===== config.mk =====
export PLATFORM = sky130hd
export DESIGN_NAME = eth_ipv4_header_builder
export DESIGN_NICKNAME = d
export VERILOG_FILES = /design/src/rtl/eth_ipv4_header_builder_pkg.sv /design/src/rtl/eth_ipv4_header_builder_csum.sv /design/src/rtl/eth_ipv4_header_builder.sv
export SDC_FILE = /design/constraint.sdc
export NUM_CORES = 1
export LEC_CHECK = 0
export ABC_AREA = 0
export CORE_MARGIN = 2
export CORE_UTILIZATION = 52
export CTS_CLUSTER_DIAMETER = 100
export DETAILED_ROUTE_END_ITERATION = 12
export HOLD_SLACK_MARGIN = 0.15
export PLACE_DENSITY_LB_ADDON = 0.12
export SKIP_CTS_REPAIR_TIMING = 1
export SYNTH_ARGS = -nofsm -noshare
export SYNTH_HDL_FRONTEND = slang
export SYNTH_SLANG_ARGS = --single-unit

===== constraint.sdc =====
create_clock -name aclk -period 10.9 [get_ports aclk]
set_clock_uncertainty 0.1 [all_clocks]
set_input_delay 2.18 -clock aclk [delete_from_list [all_inputs] [get_ports aclk]]
set_output_delay 2.18 -clock aclk [all_outputs]
set_load 0.005 [all_outputs]

===== src/rtl/eth_ipv4_header_builder_pkg.sv =====
// Shared types, constants and byte helpers for the Ethernet/IPv4 header builder.
package eth_ipv4_header_builder_pkg;

  localparam int ETH_HDR_LEN = 14;
  localparam int IPV4_HDR_LEN = 20;
  localparam int HDR_BYTES = ETH_HDR_LEN + IPV4_HDR_LEN;
  localparam logic [15:0] ETHERTYPE_IPV4 = 16'h0800;
  localparam logic [7:0] IPV4_VER_IHL = 8'h45;

  typedef struct packed {
    logic [47:0] dst_mac;
    logic [47:0] src_mac;
    logic [15:0] ethertype;
  } eth_header_t;

  typedef struct packed {
    logic [3:0]  version;
    logic [3:0]  ihl;
    logic [5:0]  dscp;
    logic [1:0]  ecn;
    logic [15:0] total_length;
    logic [15:0] id;
    logic [2:0]  flags;
    logic [12:0] frag_offset;
    logic [7:0]  ttl;
    logic [7:0]  protocol;
    logic [15:0] checksum;
    logic [31:0] src_ip;
    logic [31:0] dst_ip;
  } ipv4_header_t;

  typedef enum logic [2:0] {
    ST_IDLE,
    ST_CSUM,
    ST_HDR,
    ST_MERGE,
    ST_FLUSH
  } bld_state_t;

  function automatic logic [3:0] popcount8(input logic [7:0] k);
    logic [3:0] n;
    n = '0;
    for (int i = 0; i < 8; i++) n = n + 4'(k[i]);
    return n;
  endfunction

  function automatic logic [7:0] low_mask(input logic [3:0] n);
    return 8'((16'd1 << n) - 16'd1);
  endfunction

  // Big-endian 8-byte word (first byte in MSBs) to stream order (first byte in [7:0]).
  function automatic logic [63:0] be_to_stream(input logic [63:0] be);
    logic [63:0] s;
    for (int i = 0; i < 8; i++) s[8*i +: 8] = be[63-8*i -: 8];
    return s;
  endfunction

endpackage


===== src/rtl/eth_ipv4_header_builder_csum.sv =====
// Combinational IPv4 header checksum; the caller zeroes the checksum field.
module ipv4_checksum
  import eth_ipv4_header_builder_pkg::*;
(
  input  logic [159:0] hdr,
  output logic [15:0]  csum
);

  logic [19:0] sum;
  logic [16:0] fold1;
  logic [15:0] fold2;

  always_comb begin
    sum = '0;
    for (int i = 0; i < 10; i++) sum = sum + 20'(hdr[159-16*i -: 16]);
    fold1 = 17'(sum[15:0]) + 17'(sum[19:16]);
    fold2 = fold1[15:0] + 16'(fold1[16]);
    csum = ~fold2;
  end

endmodule


===== src/rtl/eth_ipv4_header_builder.sv =====
// Prepends a 14-byte Ethernet and 20-byte IPv4 header to a 64-bit AXI-Stream payload.
// state | meaning
// IDLE  | waiting for header descriptor
// CSUM  | registering the IPv4 checksum
// HDR   | emitting header bytes 0-31 (4 beats)
// MERGE | payload shifted 2 bytes behind header bytes 32-33
// FLUSH | trailing residual bytes of the last payload beat
module eth_ipv4_header_builder
  import eth_ipv4_header_builder_pkg::*;
#(
  parameter int DATA_W = 64
) (
  input  logic                  aclk,
  input  logic                  aresetn,
  input  logic                  hdr_valid,
  output logic                  hdr_ready,
  input  eth_header_t           eth_hdr,
  input  ipv4_header_t          ipv4_hdr,
  input  logic [15:0]           payload_len,
  input  logic [DATA_W-1:0]     s_axis_tdata,
  input  logic [DATA_W/8-1:0]   s_axis_tkeep,
  input  logic                  s_axis_tvalid,
  input  logic                  s_axis_tlast,
  output logic                  s_axis_tready,
  output logic [DATA_W-1:0]     m_axis_tdata,
  output logic [DATA_W/8-1:0]   m_axis_tkeep,
  output logic                  m_axis_tvalid,
  output logic                  m_axis_tlast,
  input  logic                  m_axis_tready,
  output logic                  pkt_done,
  output logic                  len_err
);

  if (DATA_W != 64) begin : g_bad_width
    $error("eth_ipv4_header_builder supports only DATA_W=64");
  end

  bld_state_t   state_q, state_d;
  eth_header_t  eth_q;
  ipv4_header_t ipv4_q, ipv4_fix, ipv4_out;
  logic [15:0]  plen_q, csum_q, csum_w, resid_q, byte_cnt_q, final_cnt;
  logic [1:0]   beat_q;
  logic [7:0]   flush_keep_q;
  logic         pkt_done_q, len_err_q;
  logic [3:0]   s_pop;
  logic         m_hs, s_hs, final_hs;
  logic [8*HDR_BYTES-1:0] hdr_vec;
  logic [63:0]  hdr_be;

  always_comb begin
    ipv4_fix = ipv4_q;
    ipv4_fix.version = IPV4_VER_IHL[7:4];
    ipv4_fix.ihl = IPV4_VER_IHL[3:0];
    ipv4_fix.total_length = plen_q + 16'(IPV4_HDR_LEN);
    ipv4_fix.checksum = '0;
    ipv4_out = ipv4_fix;
    ipv4_out.checksum = csum_q;
  end

  ipv4_checksum u_csum (
    .hdr  (ipv4_fix),
    .csum (csum_w)
  );

  assign hdr_vec = {eth_q.dst_mac, eth_q.src_mac, ETHERTYPE_IPV4, ipv4_out};

  always_comb begin
    case (beat_q)
      2'd0:    hdr_be = hdr_vec[271:208];
      2'd1:    hdr_be = hdr_vec[207:144];
      2'd2:    hdr_be = hdr_vec[143:80];
      default: hdr_be = hdr_vec[79:16];
    endcase
  end

  assign s_pop = popcount8(s_axis_tkeep);
  assign m_hs = m_axis_tvalid & m_axis_tready;
  assign s_hs = s_axis_tvalid & s_axis_tready;
  assign final_hs = m_hs & m_axis_tlast;
  assign final_cnt = (state_q == ST_MERGE) ? byte_cnt_q + 16'(s_pop) : byte_cnt_q;

  always_ff @(posedge aclk or negedge aresetn) begin
    if (!aresetn) state_q <= ST_IDLE;
    else          state_q <= state_d;
  end

  always_comb begin
    state_d = state_q;
    case (state_q)
      ST_IDLE:  if (hdr_valid) state_d = ST_CSUM;
      ST_CSUM:  state_d = ST_HDR;
      ST_HDR:   if (m_hs && beat_q == 2'd3) state_d = ST_MERGE;
      ST_MERGE: if (s_hs && s_axis_tlast) state_d = (s_pop <= 4'd6) ? ST_IDLE : ST_FLUSH;
      ST_FLUSH: if (m_hs) state_d = ST_IDLE;
      default:  state_d = ST_IDLE;
    endcase
  end

  always_comb begin
    hdr_ready = 1'b0;
    s_axis_tready = 1'b0;
    m_axis_tdata = '0;
    m_axis_tkeep = '0;
    m_axis_tvalid = 1'b0;
    m_axis_tlast = 1'b0;
    case (state_q)
      ST_IDLE: hdr_ready = 1'b1;
      ST_HDR: begin
        m_axis_tdata = be_to_stream(hdr_be);
        m_axis_tkeep = 8'hFF;
        m_axis_tvalid = 1'b1;
      end
      ST_MERGE: begin
        m_axis_tdata = {s_axis_tdata[47:0], resid_q};
        m_axis_tvalid = s_axis_tvalid;
        s_axis_tready = m_axis_tready;
        m_axis_tkeep = 8'hFF;
        if (s_axis_tlast && s_pop <= 4'd6) begin
          m_axis_tkeep = low_mask(s_pop + 4'd2);
          m_axis_tlast = 1'b1;
        end
      end
      ST_FLUSH: begin
        m_axis_tdata = {48'h0, resid_q};
        m_axis_tkeep = flush_keep_q;
        m_axis_tvalid = 1'b1;
        m_axis_tlast = 1'b1;
      end
      default: ;
    endcase
  end

  always_ff @(posedge aclk or negedge aresetn) begin
    if (!aresetn) begin
      eth_q <= '0;
      ipv4_q <= '0;
      plen_q <= '0;
      csum_q <= '0;
      resid_q <= '0;
      byte_cnt_q <= '0;
      beat_q <= '0;
      flush_keep_q <= '0;
      pkt_done_q <= 1'b0;
      len_err_q <= 1'b0;
    end else begin
      pkt_done_q <= final_hs;
      len_err_q <= final_hs && (final_cnt != plen_q);
      case (state_q)
        ST_IDLE: if (hdr_valid) begin
          eth_q <= eth_hdr;
          ipv4_q <= ipv4_hdr;
          plen_q <= payload_len;
          byte_cnt_q <= '0;
          beat_q <= '0;
        end
        ST_CSUM: csum_q <= csum_w;
        ST_HDR: if (m_hs) begin
          beat_q <= beat_q + 2'd1;
          // header bytes 32 (low) and 33 (high) ride in front of the first payload beat
          if (beat_q == 2'd3) resid_q <= {hdr_vec[7:0], hdr_vec[15:8]};
        end
        ST_MERGE: if (s_hs) begin
          resid_q <= s_axis_tdata[63:48];
          byte_cnt_q <= byte_cnt_q + 16'(s_pop);
          if (s_axis_tlast && s_pop > 4'd6) flush_keep_q <= low_mask(s_pop - 4'd6);
        end
        default: ;
      endcase
    end
  end

  assign pkt_done = pkt_done_q;
  assign len_err = len_err_q;

endmodule


# After elaboration in Yosys (flattened, before gate mapping)
# Index checks and enable logic that the tools add are counted.
# classes
addsub	24
order_cmp	2
n_eq_ne	15
shift	2
mux	26
bitwise	4
n_reduce_logical	17
# ops
cell	count
$pmux 64 s3	2
$add 20x16->20	7
$mux 16	6
$pmux 16 s2	2
$pmux 8 s3	1
$add 15x16->17	1
$add 16x4->17	1
$add 16x1->16	1
$add 16x4->16	1
$add 16x5->16 const B	1
$add 4x1->4	4
$ne 16x16->1	1
$not 16->16	1
$shl 1x4->8 const A	2
$sub 8x1->8 const B	2
$mux 3	5
$pmux 3 s5	1
$ne 2x2->1 const B	6
$reduce_and 3->1	3
$mux 8	1
$reduce_and 4->1	2
$eq 3x2->1 const B	2
$reduce_bool 2->1	3
$logic_and 1x1->1	5
22 further kinds	29
# word_totals
ff_bits	295
inputBits	366
elab_cells	110

# Depth between registers and ports, before layout
# logic_depth
ltp_word	13
mapped_depth	44
mapped_depth_nobuf	43

# Cells and area by module
# A second synthesis with hierarchy kept.
# hier_totals
cells_unflattened	2387
hier_area_um2	20063.0
# by_module_without_submodules
mod	instances	cells_each	area_per_inst_um2	seq_area_each_um2
eth_ipv4_header_builder	1	1852	15104.5	7382.1
ipv4_checksum	1	535	4958.5	0.0

# Least setup slack after synthesis
# Ideal clock, no wire load.
# synth_path
path_kind	register to register
from	register plen_q[0]
to	register csum_q[10]
setup_ps	83
arrival_ps	9046
required_time_ps	10717
path_slack_ps	1671
stages_incl_launch_ff	45
n_path_buf	1
period_less_slack_ps	9229
path_cell_list	dfrtp_1 > ha_1 > fa_1 > a21o_1 > a21oi_1 > o21bai_1 > a21oi_1 > o21bai_1 > a21o_1 > a21o_1 > nor2b_1 > xnor2_1 > fa_1 > inv_1 > fa_1 > fa_1 > fa_1 > inv_1 > [9 not listed] > inv_1 > fa_1 > nor2b_1 > o21a_1 > o21a_1 > and3_1 > and2_1 > nand4_2 > nor2_1 > ha_1 > ha_1 > nand2_1 > nor2_1 > and2_1 > nor3b_1 > o211ai_1 > xor2_1 > o21ai_0
# synth_via
elab_chain_cells	12
# synth_rtl
item	line_no	text
start, declared	eth_ipv4_header_builder.sv:41	logic [15:0] plen_q, csum_q, csum_w, resid_q, byte_cnt_q, final_cnt;
start signal, assigned	eth_ipv4_header_builder.sv:152	plen_q <= payload_len;
$add 16x5->16	eth_ipv4_header_builder.sv:54	ipv4_fix.total_length = plen_q + 16'(IPV4_HDR_LEN);
$add 15x16->17	eth_ipv4_header_builder_csum.sv:15	for (int i = 0; i < 10; i++) sum = sum + 20'(hdr[159-16*i -: 16]);
$add 20x16->20 (7 in a row)	eth_ipv4_header_builder_csum.sv:15	
$add 16x4->17	eth_ipv4_header_builder_csum.sv:16	fold1 = 17'(sum[15:0]) + 17'(sum[19:16]);
$add 16x1->16	eth_ipv4_header_builder_csum.sv:17	fold2 = fold1[15:0] + 16'(fold1[16]);
$not 16->16	eth_ipv4_header_builder_csum.sv:18	csum = ~fold2;
end signal, assigned	eth_ipv4_header_builder.sv:156	ST_CSUM: csum_q <= csum_w;
end, declared	eth_ipv4_header_builder.sv:41	
# Every way passes these cells.
# A chain may end at the register's enable or synchronous reset.

# Worst setup path after layout
# layout_path
from	register plen_q[0]
to	register csum_q[13]
# Same word-level chain as after synthesis.

==> run metrics <==
status=finished, final reports clean; wire length of the first global-routing pass=99.4 mm; count of input and output buffers=387; largest cells by area after synthesis=dfrtp_1, nand2_1, fa_1, o21ai_0, inv_1; count of distinct cell types in the synthesized netlist=78; Final Critical Period=10,230 ps; total area of multi-input combinational cells=10,700 um^2; number of I/O pins=444; number of enable flip-flop cells after synthesis=0; Mapped Cells=2,260; DRC violation count after routing=0; remaining antenna violation count after routing=0; detailed placer's ending HPWL=49.4 mm; number of fill cells in the layout=2,996; most instantiated flip-flop cell in the synthesis netlist=dfrtp_1; routed wire length=65.7 mm; cell with the most instances after synthesis=nand2_1; via count of the first global-routing pass=17,000; clock-pin slew on the worst setup and hold paths=60 ps; fraction of the cycle the final worst path needs=0.938; share of Yosys cell area claimed by the top area cell type=0.384; post-synthesis to final-layout area growth=27.5%; CP Max Fanout=9; count of state elements after synthesis=295; Max clock buf depth=3; initial antenna violation count=4; worst endpoint required time=11,160 ps; clock insertion delay at the later pin of the skew report=520 ps; kind of path behind the tightest hold check=flip-flop to flip-flop; total standard cell area after synthesis=19,200 um^2; ranking of synthesized cells by instance count=nand2_1, dfrtp_1, o21ai_0; post-DR wirelength/cell=21.5 um; total core area=36,500 um^2; sequential cell area fraction in the yosys report=0.384; total congestion overflow=0; Critical Path Start Type=flip-flop; kind of end point of the critical path=flip-flop; Max transition margin=0.200; total area of sequential cells=7380 um^2; number of buffers added by the clock tree synthesis step=35; library cell appearing most often on the critical path=fa_1; Slowest-stage cell, CP=fa_1; Data arrival, critical path=10,490 ps; f_max=97.8 MHz; global router's overall resource usage=0.340; width of the die=196 um; final hold violation count=0; largest incremental delay on the critical path=550 ps; net total in the final layout=3,080; per-cell via count in the routed design=5.66; transition time of the tightest slew-check pin=1200 ps; cell type with the largest total area after synthesis=dfrtp_1; Starting DRT DRC Count=1,571; count of buffer and inverter cells on the critical path=4; setup repair after global routing missed its margin=no; starting density of the core=0.526; DR vias=17,300; GPL Wtd Cong=0.926; Root Buffer=clkbuf_16; # rows=70; layout cells sized above 1=0.0422; iteration count of the initial detailed-routing pass=6; number of maximum-capacitance constraint violations=0; pin count of the biggest net entering global routing=205; fin. max-slew vios=0; CTS tree=built; Sinks on Clock Net=295; Setup TNS=0 ps; H-Tree Level Count=2; number of setup violations in the final report=0; DIE HEIGHT=196 um; crit-path leading delay family=adder cells; synthesis warning total=0; critical setup path kind=flip-flop to flip-flop; post-synthesis net count=2,778; Die ar.=38,500 um^2; Avg Cell Area, Syn=8.50 um^2; async set-or-reset flop fraction in the synthesized netlist=1.00
kinds of logic after synthesis:
group / Yosys count / synth area share
mux: 21 / 0.0110
xor+xnor: 85 / 0.0405
compound gates: 450 / 0.158
fa+ha+maj: 152 / 0.139
flops: 295 / 0.384
simple gates: 946 / 0.205
buf+inv: 311 / 0.0621
state kept, by name, indices dropped and copies added (netlist names):
signal / cells
state_q: 3
csum_q: 16
byte_cnt_q: 16
flush_keep_q: 8
eth_q: 96
len_err: 1
plen_q: 16
resid_q: 16
pkt_done: 1
beat_q: 2
hdr_vec: 120
cells in the final DEF, fill, tap and decap left out, types with 8 or more instances in the layout:
cell type	instances
nand2_1	753
clkdlybuf4s50_1	386
dfrtp_1	295
o21ai_0	183
inv_1	173
fa_1	102
nor2_1	62
a21oi_1	53
a22o_1	49
xnor2_1	48
ha_1	46
clkbuf_16	35
xor2_1	33
a222oi_1	28
a21o_1	25
a22oi_1	24
nand3_1	23
mux2i_1	20
buf_4	15
nand4_1	14
nor3_1	14
nand2b_1	12
nor2b_1	11
a221o_1	11
and3_1	10
a31oi_1	9
and2_1	8
path summary, 6_finish.rpt:
path / start / to / slack [ps] / cells past startpoint
min in group asynchronous: aresetn / eth_q[41] / 1540 / 1
max: plen_q[0] / csum_q[13] / 670 / 41
max reg2reg: plen_q[0] / csum_q[13] / 670 / 41
min: eth_q[87] / eth_q[87] / 370 / 2
max in group asynchronous: aresetn / hdr_vec[107] / 7490 / 2
min reg2reg: eth_q[87] / eth_q[87] / 370 / 2
final cells by class:
class | instances | area share
diodes | 3 | 0.000307
clock buffers | 45 | 0.0389
multi-input cells | 1654 | 0.436
repair buffers | 403 | 0.164
flip-flops and latches | 295 | 0.301
inverters | 173 | 0.0265
well taps | 468 | 0.0239
clock inverters | 16 | 0.00864
per-layer routing:
layer,GRT usage,vias up,share of wire
li1,-,8061,-
met1,0.453,8281,0.40
met2,0.548,836,0.47
met3,0.0598,132,0.082
met4,0.155,2,0.050
met5,0,-,0.00024
metrics by stage:
step	hold slack, ps	setup slack (ps)	cells	cell area, um^2	utilization
6_report	372	671	3057	24500	0.670
5_1_grt	395	65.1	3057	24500	0.670
4_1_cts	377	584	3054	24500	0.670
3_5_place_dp	363	639	2993	23300	0.638
3_3_place_gp	357	861	2993	23300	0.638
2_1_floorplan	341	1670	2260	19200	-
tightest hold or removal path, delay by kind of cell (launching register included):
family | cells | cell delay, ps
flops | 1 | 340
simple gates | 2 | 100
Power is not shown: default switching activity piles up to over one toggle a cycle in this logic, so the estimate is an artifact.
